### src/rtl/mole_controller.sv
// mole_controller: pops one mole at a time on an 8-hole LED array with LFSR hole choice,
// times gap/up/flash windows in 1 ms ticks by difficulty, and turns rising switch edges
// into one-cycle hit/miss/wrong pulses; all outputs registered (one cycle after the cause).
// Ports: in  clk, rst_n (synchronous, active-low), enable, difficulty_level[1:0], hit_sw[7:0]
//        out mole_led[7:0], mole_idx[2:0], mole_active, hit_pulse, miss_pulse, wrong_pulse
module mole_controller #(
  parameter int MS_DIV   = 100000,
  parameter int UP_MS_E  = 1500,
  parameter int UP_MS_M  = 1000,
  parameter int UP_MS_H  = 600,
  parameter int GAP_MS_E = 500,
  parameter int GAP_MS_M = 350,
  parameter int GAP_MS_H = 200,
  parameter int FLASH_MS = 150
) (
  input  logic       clk,
  input  logic       rst_n,
  input  logic       enable,
  input  logic [1:0] difficulty_level,
  input  logic [7:0] hit_sw,
  output logic [7:0] mole_led,
  output logic [2:0] mole_idx,
  output logic       mole_active,
  output logic       hit_pulse,
  output logic       miss_pulse,
  output logic       wrong_pulse
);

  localparam int PW = (MS_DIV > 1) ? $clog2(MS_DIV) : 1;
  localparam int TW = 16;

  typedef enum logic [1:0] {IDLE, GAP, UP, FLASH} state_t;

  state_t          state, state_nx;
  logic [15:0]     lfsr;
  logic [7:0]      prev_sw;
  logic [PW-1:0]   presc;
  logic [TW-1:0]   ms_timer;

  logic [7:0]      sw_edge;
  logic            tick, expire;
  logic [2:0]      cand, pick;
  logic [TW-1:0]   gap_load, up_load, load_val;
  logic            load;
  logic [7:0]      led_nx;
  logic [2:0]      idx_nx;
  logic            act_nx, hit_nx, miss_nx, wrong_nx;

  assign sw_edge = hit_sw & ~prev_sw;
  assign tick    = (presc == PW'(MS_DIV - 1));
  assign expire  = tick && (ms_timer == '0);

  // Bump the candidate by one when it matches the current hole so a hole never repeats.
  assign cand = lfsr[2:0];
  assign pick = (cand == mole_idx) ? cand + 3'd1 : cand;

  // Durations are stored as D-1 because the expiring tick is the one seen at zero.
  always_comb begin
    gap_load = TW'(GAP_MS_H - 1);
    up_load  = TW'(UP_MS_H - 1);
    case (difficulty_level)
      2'd0: begin gap_load = TW'(GAP_MS_E - 1); up_load = TW'(UP_MS_E - 1); end
      2'd1: begin gap_load = TW'(GAP_MS_M - 1); up_load = TW'(UP_MS_M - 1); end
      default: ;
    endcase
  end

  always_comb begin
    state_nx = state;
    led_nx   = mole_led;
    idx_nx   = mole_idx;
    act_nx   = mole_active;
    hit_nx   = 1'b0;
    miss_nx  = 1'b0;
    wrong_nx = 1'b0;
    load     = 1'b0;
    load_val = '0;
    if (!enable) begin
      // Abort from any state; the current mole is dropped without a verdict.
      state_nx = IDLE;
      led_nx   = '0;
      act_nx   = 1'b0;
    end else begin
      case (state)
        IDLE: begin
          state_nx = GAP;
          load     = 1'b1;
          load_val = gap_load;
        end
        GAP: begin
          if (expire) begin
            state_nx = UP;
            idx_nx   = pick;
            led_nx   = 8'b1 << pick;
            act_nx   = 1'b1;
            load     = 1'b1;
            load_val = up_load;
          end
        end
        UP: begin
          // Hit outranks expiry and any simultaneous wrong-hole edge.
          if (sw_edge[mole_idx]) begin
            hit_nx   = 1'b1;
            led_nx   = '0;
            act_nx   = 1'b0;
            state_nx = FLASH;
            load     = 1'b1;
            load_val = TW'(FLASH_MS - 1);
          end else if (expire) begin
            miss_nx  = 1'b1;
            led_nx   = '0;
            act_nx   = 1'b0;
            state_nx = GAP;
            load     = 1'b1;
            load_val = gap_load;
          end else if (|sw_edge) begin
            wrong_nx = 1'b1;
          end
        end
        FLASH: begin
          if (expire) begin
            state_nx = GAP;
            load     = 1'b1;
            load_val = gap_load;
          end
        end
        default: state_nx = IDLE;
      endcase
    end
  end

  always_ff @(posedge clk) begin
    if (!rst_n) begin
      state       <= IDLE;
      lfsr        <= 16'hACE1;
      prev_sw     <= '0;
      presc       <= '0;
      ms_timer    <= '0;
      mole_led    <= '0;
      mole_idx    <= '0;
      mole_active <= 1'b0;
      hit_pulse   <= 1'b0;
      miss_pulse  <= 1'b0;
      wrong_pulse <= 1'b0;
    end else begin
      state   <= state_nx;
      // Fibonacci LFSR, polynomial x^16+x^14+x^13+x^11+1, right-shifting.
      lfsr    <= {lfsr[0] ^ lfsr[2] ^ lfsr[3] ^ lfsr[5], lfsr[15:1]};
      prev_sw <= hit_sw;
      // Every expiry reloads, so the timer never decrements past zero.
      if (load) begin
        presc    <= '0;
        ms_timer <= load_val;
      end else if (state_nx == IDLE) begin
        presc    <= '0;
        ms_timer <= '0;
      end else if (tick) begin
        presc    <= '0;
        ms_timer <= ms_timer - TW'(1);
      end else begin
        presc    <= presc + PW'(1);
      end
      mole_led    <= led_nx;
      mole_idx    <= idx_nx;
      mole_active <= act_nx;
      hit_pulse   <= hit_nx;
      miss_pulse  <= miss_nx;
      wrong_pulse <= wrong_nx;
    end
  end

endmodule

### config.mk
export PLATFORM = sky130hd
export DESIGN_NAME = mole_controller
export DESIGN_NICKNAME = d
export VERILOG_FILES = /design/src/rtl/mole_controller.sv
export SDC_FILE = /design/constraint.sdc
export NUM_CORES = 1
export LEC_CHECK = 0
export ABC_AREA = 1
export CAP_MARGIN = 5
export CORE_ASPECT_RATIO = 1.5
export CORE_UTILIZATION = 53
export DETAILED_ROUTE_END_ITERATION = 10
export PLACE_DENSITY_LB_ADDON = 0.25
export SYNTH_ARGS = -nofsm -noshare
export SYNTH_HDL_FRONTEND = slang
export SYNTH_SLANG_ARGS = --single-unit
### constraint.sdc
create_clock -name clk -period 1.85 [get_ports clk]
set_input_delay 0.185 -clock clk [delete_from_list [all_inputs] [get_ports clk]]
set_output_delay 0.185 -clock clk [all_outputs]
set_load 0.02 [all_outputs]
==> results.yml, run 1 <==
synth:
  yosysMostFrequentCell: "nand2_1"
  synth_top_area_share_pct: 38.81
  synth.distinct_cells: 37
  syn-mean-instance-area_um2: 7.030
  synth-edff-count: 0
  synth_nets: 560
  synth_top_area_cell: "dfxtp_1"
  yosysWarnings: 0
  async_flop_share_pct: 0
  synth_top_flop_cell: "dfxtp_1"
  synth.yosys.seq_area_share_pct: 38.81
  synth_seq_cells: 74
  synth_area_um2: 3817
  ys_top_cells_by_count: "nand2_1, nor2_1, inv_1"
  synthTopCellsByArea: "dfxtp_1, nand2_1, nor2_1"
  netlist_instances: 543
worst_setup_path:
  critPathLaunchType: "flip-flop"
  cp_max_fo: 7
  required_ns: 2.10
  cp_data_arrival_time_ns: 2.12
  critPathCaptureType: "flip-flop"
  critical_path_class: "flip-flop to flip-flop"
grt:
  grt_pass1_wl_um: 15450
  antenna_found_initial: 0
  grt-ovfl-total: 0
  gr-usage-all-layers_pct: 26.15
  first_global_vias: 3573
  grt_max_degree: 17
cts:
  cts.sinks: 74
  clkTransAtPathRegs_ns: 0.07
  hold_buffers: 0
  htree_num_levels: 3
  cts_buffers: 9
  root_buffer: "clkbuf_8"
  cts_tree: "yes"
  clk_latency_ns: 0.36
  clockBufferDepth: 2
run_status:
  violations: "DRC, setup timing"
  status: "finished with violations"
cells_and_area:
  antenna_cells: 0
  layout.cells.non_filler: 693
  layout.nets: 627
  drive_above_1_share_pct: 21.14
  area_delta_synth_final_pct: 26.22
floorplanning:
  dieArea_um2: 7553
  rows: 37
  dieHeight_um: 105.9
  coreArea_um2: 6898
  io_pins: 28
  chipWidth_um: 71.30
  start_util_pct: 55.34
timing:
  max_clock_freq_ghz: 0.5341
  grt_setup_unrepaired: "true"
  max_slew_margin_pct: 67.61
  tightest_slew_ns: 0.4854
  hold_viol_final: 0
  layout_setup_ws_ns: -0.02236
  fin_crit_sh_pct: 101.2
  drv_slew: 0
  finalClockSkew_ns: 0.01176
  finalSetupViolCount: 5
  min_period_ns: 1.872
placement:
  placedCellCount: 673
  pre_cts_ws_ns: -0.07004
  io_buffers: 27
  gp_congestion: 0.9506
  dp_hpwl_um: 6721
power_and_ir_drop:
  leakage_nw: 2.156
  p_per_area_nw_per_um2: 734.9
  vdd_drop_max_uv: 513.9
  p_total_mw: 3.541
routing:
  wl_um: 9442
  routedWlPerCell_um: 13.62
  drt_iter0_drc: 204
  vias: 3671
  drt-pass1-iter-count: 7
  viasPerCell: 5.297
  ant_nets: 0
  drc: 1
worst_hold_path:
  hp-class: "primary input to flip-flop"
job:
  maxCapViolCount: 0
routing by layer:
layer  global-route usage, %  routed length, um
met3                   5.592                372
met1                   28.91               3779
met2                   47.07               5010
met4                   11.71                280
met5                       0                  0
repair_timing:
action,CTS,global route
resized for setup,2,52
pin swaps,0,15
buffers inserted,0,2
gates cloned,0,2
endpoints found under the setup margin,4,44
cells by family (layout without fill, tap and decap cells):
group | after synthesis | count (layout) | share of synthesized area [%]
simple gates | 290 | 291 | 35.43
buf+inv | 96 | 167 | 10.59
flops | 74 | 74 | 38.81
compound gates | 52 | 52 | 7.637
xor+xnor | 26 | 26 | 5.965
fa+ha+maj | 4 | 4 | 1.311
mux | 1 | 1 | 0.2622
critical path, cell delays in order, from the launching register on:
cell and delay (ns):
dfxtp_1 0.32, inv_2 0.08, ha_4 0.14, nand2_2 0.05, nor2_2 0.12, nand2_2 0.07, nor2_4 0.15, nand2_4 0.10
a21oi_4 0.17, nand2_4 0.14, buf_6 0.15, nand2_1 0.05, o21ai_1 0.07, nor2_1 0.11, nor2_1 0.05
sequential cells by signal, summed over array words and instances (netlist names), 2 cells and up:
signal / cells
presc: 17
lfsr: 16
ms_timer: 16
mole_led: 8
prev_sw: 8
mole_idx: 3
state: 2
cell type report:
cell class / instances / area (um^2)
clock inverters: 5 / 53.80
multi-input cells: 374 / 2105
clock buffers: 11 / 141.4
fillers: 601 / 2079
well taps: 78 / 97.59
inverters: 83 / 321.6
flip-flops and latches: 74 / 1488
repair buffers: 68 / 611.8
layout by cell type, fill, tap and decap left out, drive strengths merged:
| cell type | n |
|---|---|
| nor3 | 13 |
| o211ai | 1 |
| bufinv | 1 |
| clkbuf | 12 |
| nand3 | 53 |
| mux2i | 1 |
| a211oi | 2 |
| nand3b | 3 |
| inv | 82 |
| nor3b | 2 |
| xor2 | 16 |
| xnor2 | 10 |
| nor2 | 92 |
| or2 | 8 |
| nand4 | 12 |
| nand2 | 107 |
| buf | 40 |
| a31oi | 1 |
| ha | 4 |
| a21oi | 19 |
| o21ai | 28 |
| dfxtp | 74 |
| clkinv | 5 |
| nor4 | 1 |
| o2111ai | 1 |
| clkdlybuf4s50 | 27 |
stage by stage:
step / hold slack (ns) / setup TNS (ns) / util, % / area [um^2]
floorplan: 0.2785 / 0 / - / 3817
global placement: 0.4024 / -0.01228 / 63.69 / 4393
detailed placement: 0.3980 / -0.4717 / 63.69 / 4393
CTS: 0.3967 / 0 / 66.72 / 4602
global route: 0.4071 / -2.283 / 69.85 / 4818
finish: 0.3982 / -0.05029 / 69.85 / 4818
power by group:
part / total [mW] / internal (mW) / switching (mW)
combinational: 0.580 / 0.245 / 0.336
sequential: 1.69 / 1.65 / 0.0429
clock: 1.27 / 0.656 / 0.611
total: 3.54 / 2.55 / 0.990
path summary, 6_finish.rpt:
check                                              start                       end  slack, ns  depth (start not counted)
worst max register to register  ms_timer[0]$_SDFFE_PN0P_  ms_timer[9]$_SDFFE_PN0P_      -0.02                         14
worst min-delay path                           hit_sw[6]     prev_sw[6]$_SDFF_PN0_       0.40                          3
worst min register to register       lfsr[11]$_SDFF_PN1_       lfsr[10]$_SDFF_PN1_       0.42                          1
worst max-delay path            ms_timer[0]$_SDFFE_PN0P_  ms_timer[9]$_SDFFE_PN0P_      -0.02                         14
Note: power is estimated with default switching activity, not from simulation.
==> inputs of run 2 (changes only) <==
--- a/config.mk
+++ b/config.mk
@@ -8,7 +8,7 @@
 export ABC_AREA = 1
 export CAP_MARGIN = 5
 export CORE_ASPECT_RATIO = 1.5
-export CORE_UTILIZATION = 53
+export CORE_UTILIZATION = 23
 export DETAILED_ROUTE_END_ITERATION = 10
 export PLACE_DENSITY_LB_ADDON = 0.25
 export SYNTH_ARGS = -nofsm -noshare
==> run 2 against run 1 <==
Compared with the run above:
- the run now ends clean
- hold slack better by 0.012 ns
- non-clock buffer count grew 26
- combinational power rose by 3.8%
- worst setup slack improved by 0.10 ns
- fmax rose by 5.8%
- critical path depth shrank 1
- power increased by 19%
- routed wire length rose by 11%
- clock power rose by 52%
- global-route usage down 13 points
- final cell count increased by 22%
- critical endpoint unchanged
- largest power group is now clock
- highest routed layer unchanged
==> results.yml, run 2 (same netlist as run 1, synthesis figures left out) <==
cells_and_area:
  fin_area_um2: 5259
  largest_reg_flops: 17
  drive_above_1_share_pct: 24.69
  reg_top3: "presc: 17 flops, lfsr: 16 flops, ms_timer: 16 flops"
  area_delta_synth_final_pct: 37.76
  nFillCells: 1713
  postLayoutCoreUtil_pct: 32.48
  top_register: "presc"
  layout_common_cells: "nand2_1, inv_1, nor2_1"
  antenna_cells: 0
  layout.nets: 652
  layout_commonest_cell: "nand2_1"
worst_setup_path:
  r2r-end: "ms_timer[9]$_SDFFE_PN0P_"
  critPathLaunchType: "flip-flop"
  reg2reg_depth: 13
  cp_max_fo: 8
  critical_path_class: "flip-flop to flip-flop"
  crit_path_start: "ms_timer[4]$_SDFFE_PN0P_"
  required_ns: 2.09
  reg2reg_from: "ms_timer[4]$_SDFFE_PN0P_"
  cp_data_arrival_time_ns: 2.01
  crit_end: "ms_timer[9]$_SDFFE_PN0P_"
  critPathCaptureType: "flip-flop"
  rrSetupSlack_ns: 0.08
power_and_ir_drop:
  intPower_mw: 3.108
  p_per_area_nw_per_um2: 803.8
  swShare_pct: 26.47
  seq_power_share_pct: 40.0
  combPwrFrac_pct: 14.2
  p_total_mw: 4.227
  p_sw_mw: 1.119
  p_clk_share_pct: 45.7
  leakage_nw: 2.288
  vdd_drop_max_uv: 437.7
floorplanning:
  dieHeight_um: 159.8
  start_util_pct: 23.58
  io_pins: 28
  rows: 57
  chipWidth_um: 107.2
  dieArea_um2: 17130
  coreArea_um2: 16190
routing:
  drt-pass1-iter-count: 4
  wl_met1_um: 4034
  drc: 0
  dr_wl_met2_um: 5747
  viasPerCell: 4.305
  wl_um: 10490
  highest_layer: "met4"
  routedWlPerCell_um: 12.40
  ant_nets: 0
  dr_wl_met3_um: 313
  vias: 3642
  drt_iter0_drc: 101
placement:
  io_buffers: 27
  gp_congestion: 0.8989
  placed_cell_area_um2: 4718
  dp_hpwl_um: 8197
timing:
  hold_viol_final: 0
  drv_slew: 0
  fin_crit_sh_pct: 95.67
  grt_setup_unrepaired: "true"
  hold_ws_ns: 0.4107
  finalSetupViolCount: 0
  tightest_slew_ns: 0.5248
  min_period_ns: 1.770
  finalClockSkew_ns: 0.003899
  max_clock_freq_ghz: 0.5650
  max_slew_margin_pct: 64.97
  fin_tns_setup_ns: 0
cts:
  cts_tree: "yes"
  cts.sinks: 74
  root_buffer: "clkbuf_16"
  htree_num_levels: 3
  clk_latency_ns: 0.35
  cts_buffers: 9
  clockBufferDepth: 2
  clkTransAtPathRegs_ns: 0.06
job:
  maxCapViolCount: 0
grt:
  gr-usage-all-layers_pct: 13.19
  first_global_vias: 3768
  grt-ovfl-total: 0
  grt_pass1_wl_um: 17420
  antenna_found_initial: 0
  grt_max_degree: 17
run_status:
  status: "finished, final reports clean"
worst_hold_path:
  hp-class: "flip-flop to flip-flop"
-- run 2: cell types whose count changed in the layout (fill, tap and decap cells not counted), moves of 3 or more --
cell | previous run | this run
buf_4 | 38 | 64
clkbuf_16 | 1 | 9
clkbuf_8 | 10 | 0
dfxtp_1 | 69 | 66
dfxtp_2 | 5 | 8
nor2_2 | 9 | 12
-- run 2: critical path, cell delays in order, from the launching register on --
cell	delay [ns]
dfxtp_1	0.35
nor2_2	0.11
inv_1	0.07
nor2_1	0.12
nand2_2	0.09
nor2_4	0.13
nand2_4	0.10
a21oi_4	0.16
nand2_4	0.13
buf_6	0.16
nand2_2	0.05
o21ai_1	0.05
nor2_1	0.09
nor2_1	0.04
-- run 2: what timing repair did --
item	CTS	global route
gates resized for setup	18	33
pin swaps	6	11
setup endpoints to repair	37	44
buffers inserted	3	4
hold buffers	0	0
hold endpoints to repair	0	0
-- run 2: area by class of cell --
cell class | count | area [um^2] | share of cell area (%)
clock buffer | 9 | 225.2 | 4.283
clock inverter | 7 | 101.3 | 1.927
tap | 206 | 257.7 | 4.901
timing repair buffer | 94 | 793.3 | 15.08
multi-input combinational | 373 | 2073 | 39.42
sequential | 74 | 1491 | 28.36
inverter | 83 | 316.6 | 6.020
-- run 2: per-stage QoR --
step,setup WS (ns),std cells
floorplan,0.1106,543
CTS,0.002016,842
detailed placement,-0.1213,823
finish,0.08006,846
global route,-0.06666,846
global placement,-0.09288,823
-- run 2: per-layer routing --
layer	track usage (%)	vias to the layer above
met5	0	-
met4	6.413	0
met3	2.898	27
met2	25.40	53
met1	12.91	1668
li1	-	1894
-- run 2: how the worst min path moves through the flow --
stage                        startpoint                     to  slack [ns]  depth (start not counted)
global placement    lfsr[12]$_SDFF_PN0_    lfsr[11]$_SDFF_PN1_        0.39                          1
detailed placement   lfsr[8]$_SDFF_PN0_     lfsr[7]$_SDFF_PN1_        0.40                          1
floorplan                     hit_sw[0]  prev_sw[0]$_SDFF_PN0_        0.28                          2
global route        lfsr[12]$_SDFF_PN0_    lfsr[11]$_SDFF_PN1_        0.43                          1
CTS                           hit_sw[5]  prev_sw[5]$_SDFF_PN0_        0.41                          3
finish              lfsr[11]$_SDFF_PN1_    lfsr[10]$_SDFF_PN1_        0.41                          1
-- run 2: power by group through the flow --
| stage | combinational (mW) | clock [mW] | sequential (mW) |
|---|---|---|---|
| finish | 0.602 | 1.93 | 1.69 |
| global route | 0.675 | 2.06 | 1.70 |
| CTS | 0.579 | 1.98 | 1.69 |
| detailed placement | 0.557 | 0 | 1.72 |
| global placement | 0.558 | 0 | 1.72 |
| floorplan | 0.344 | 0 | 1.72 |
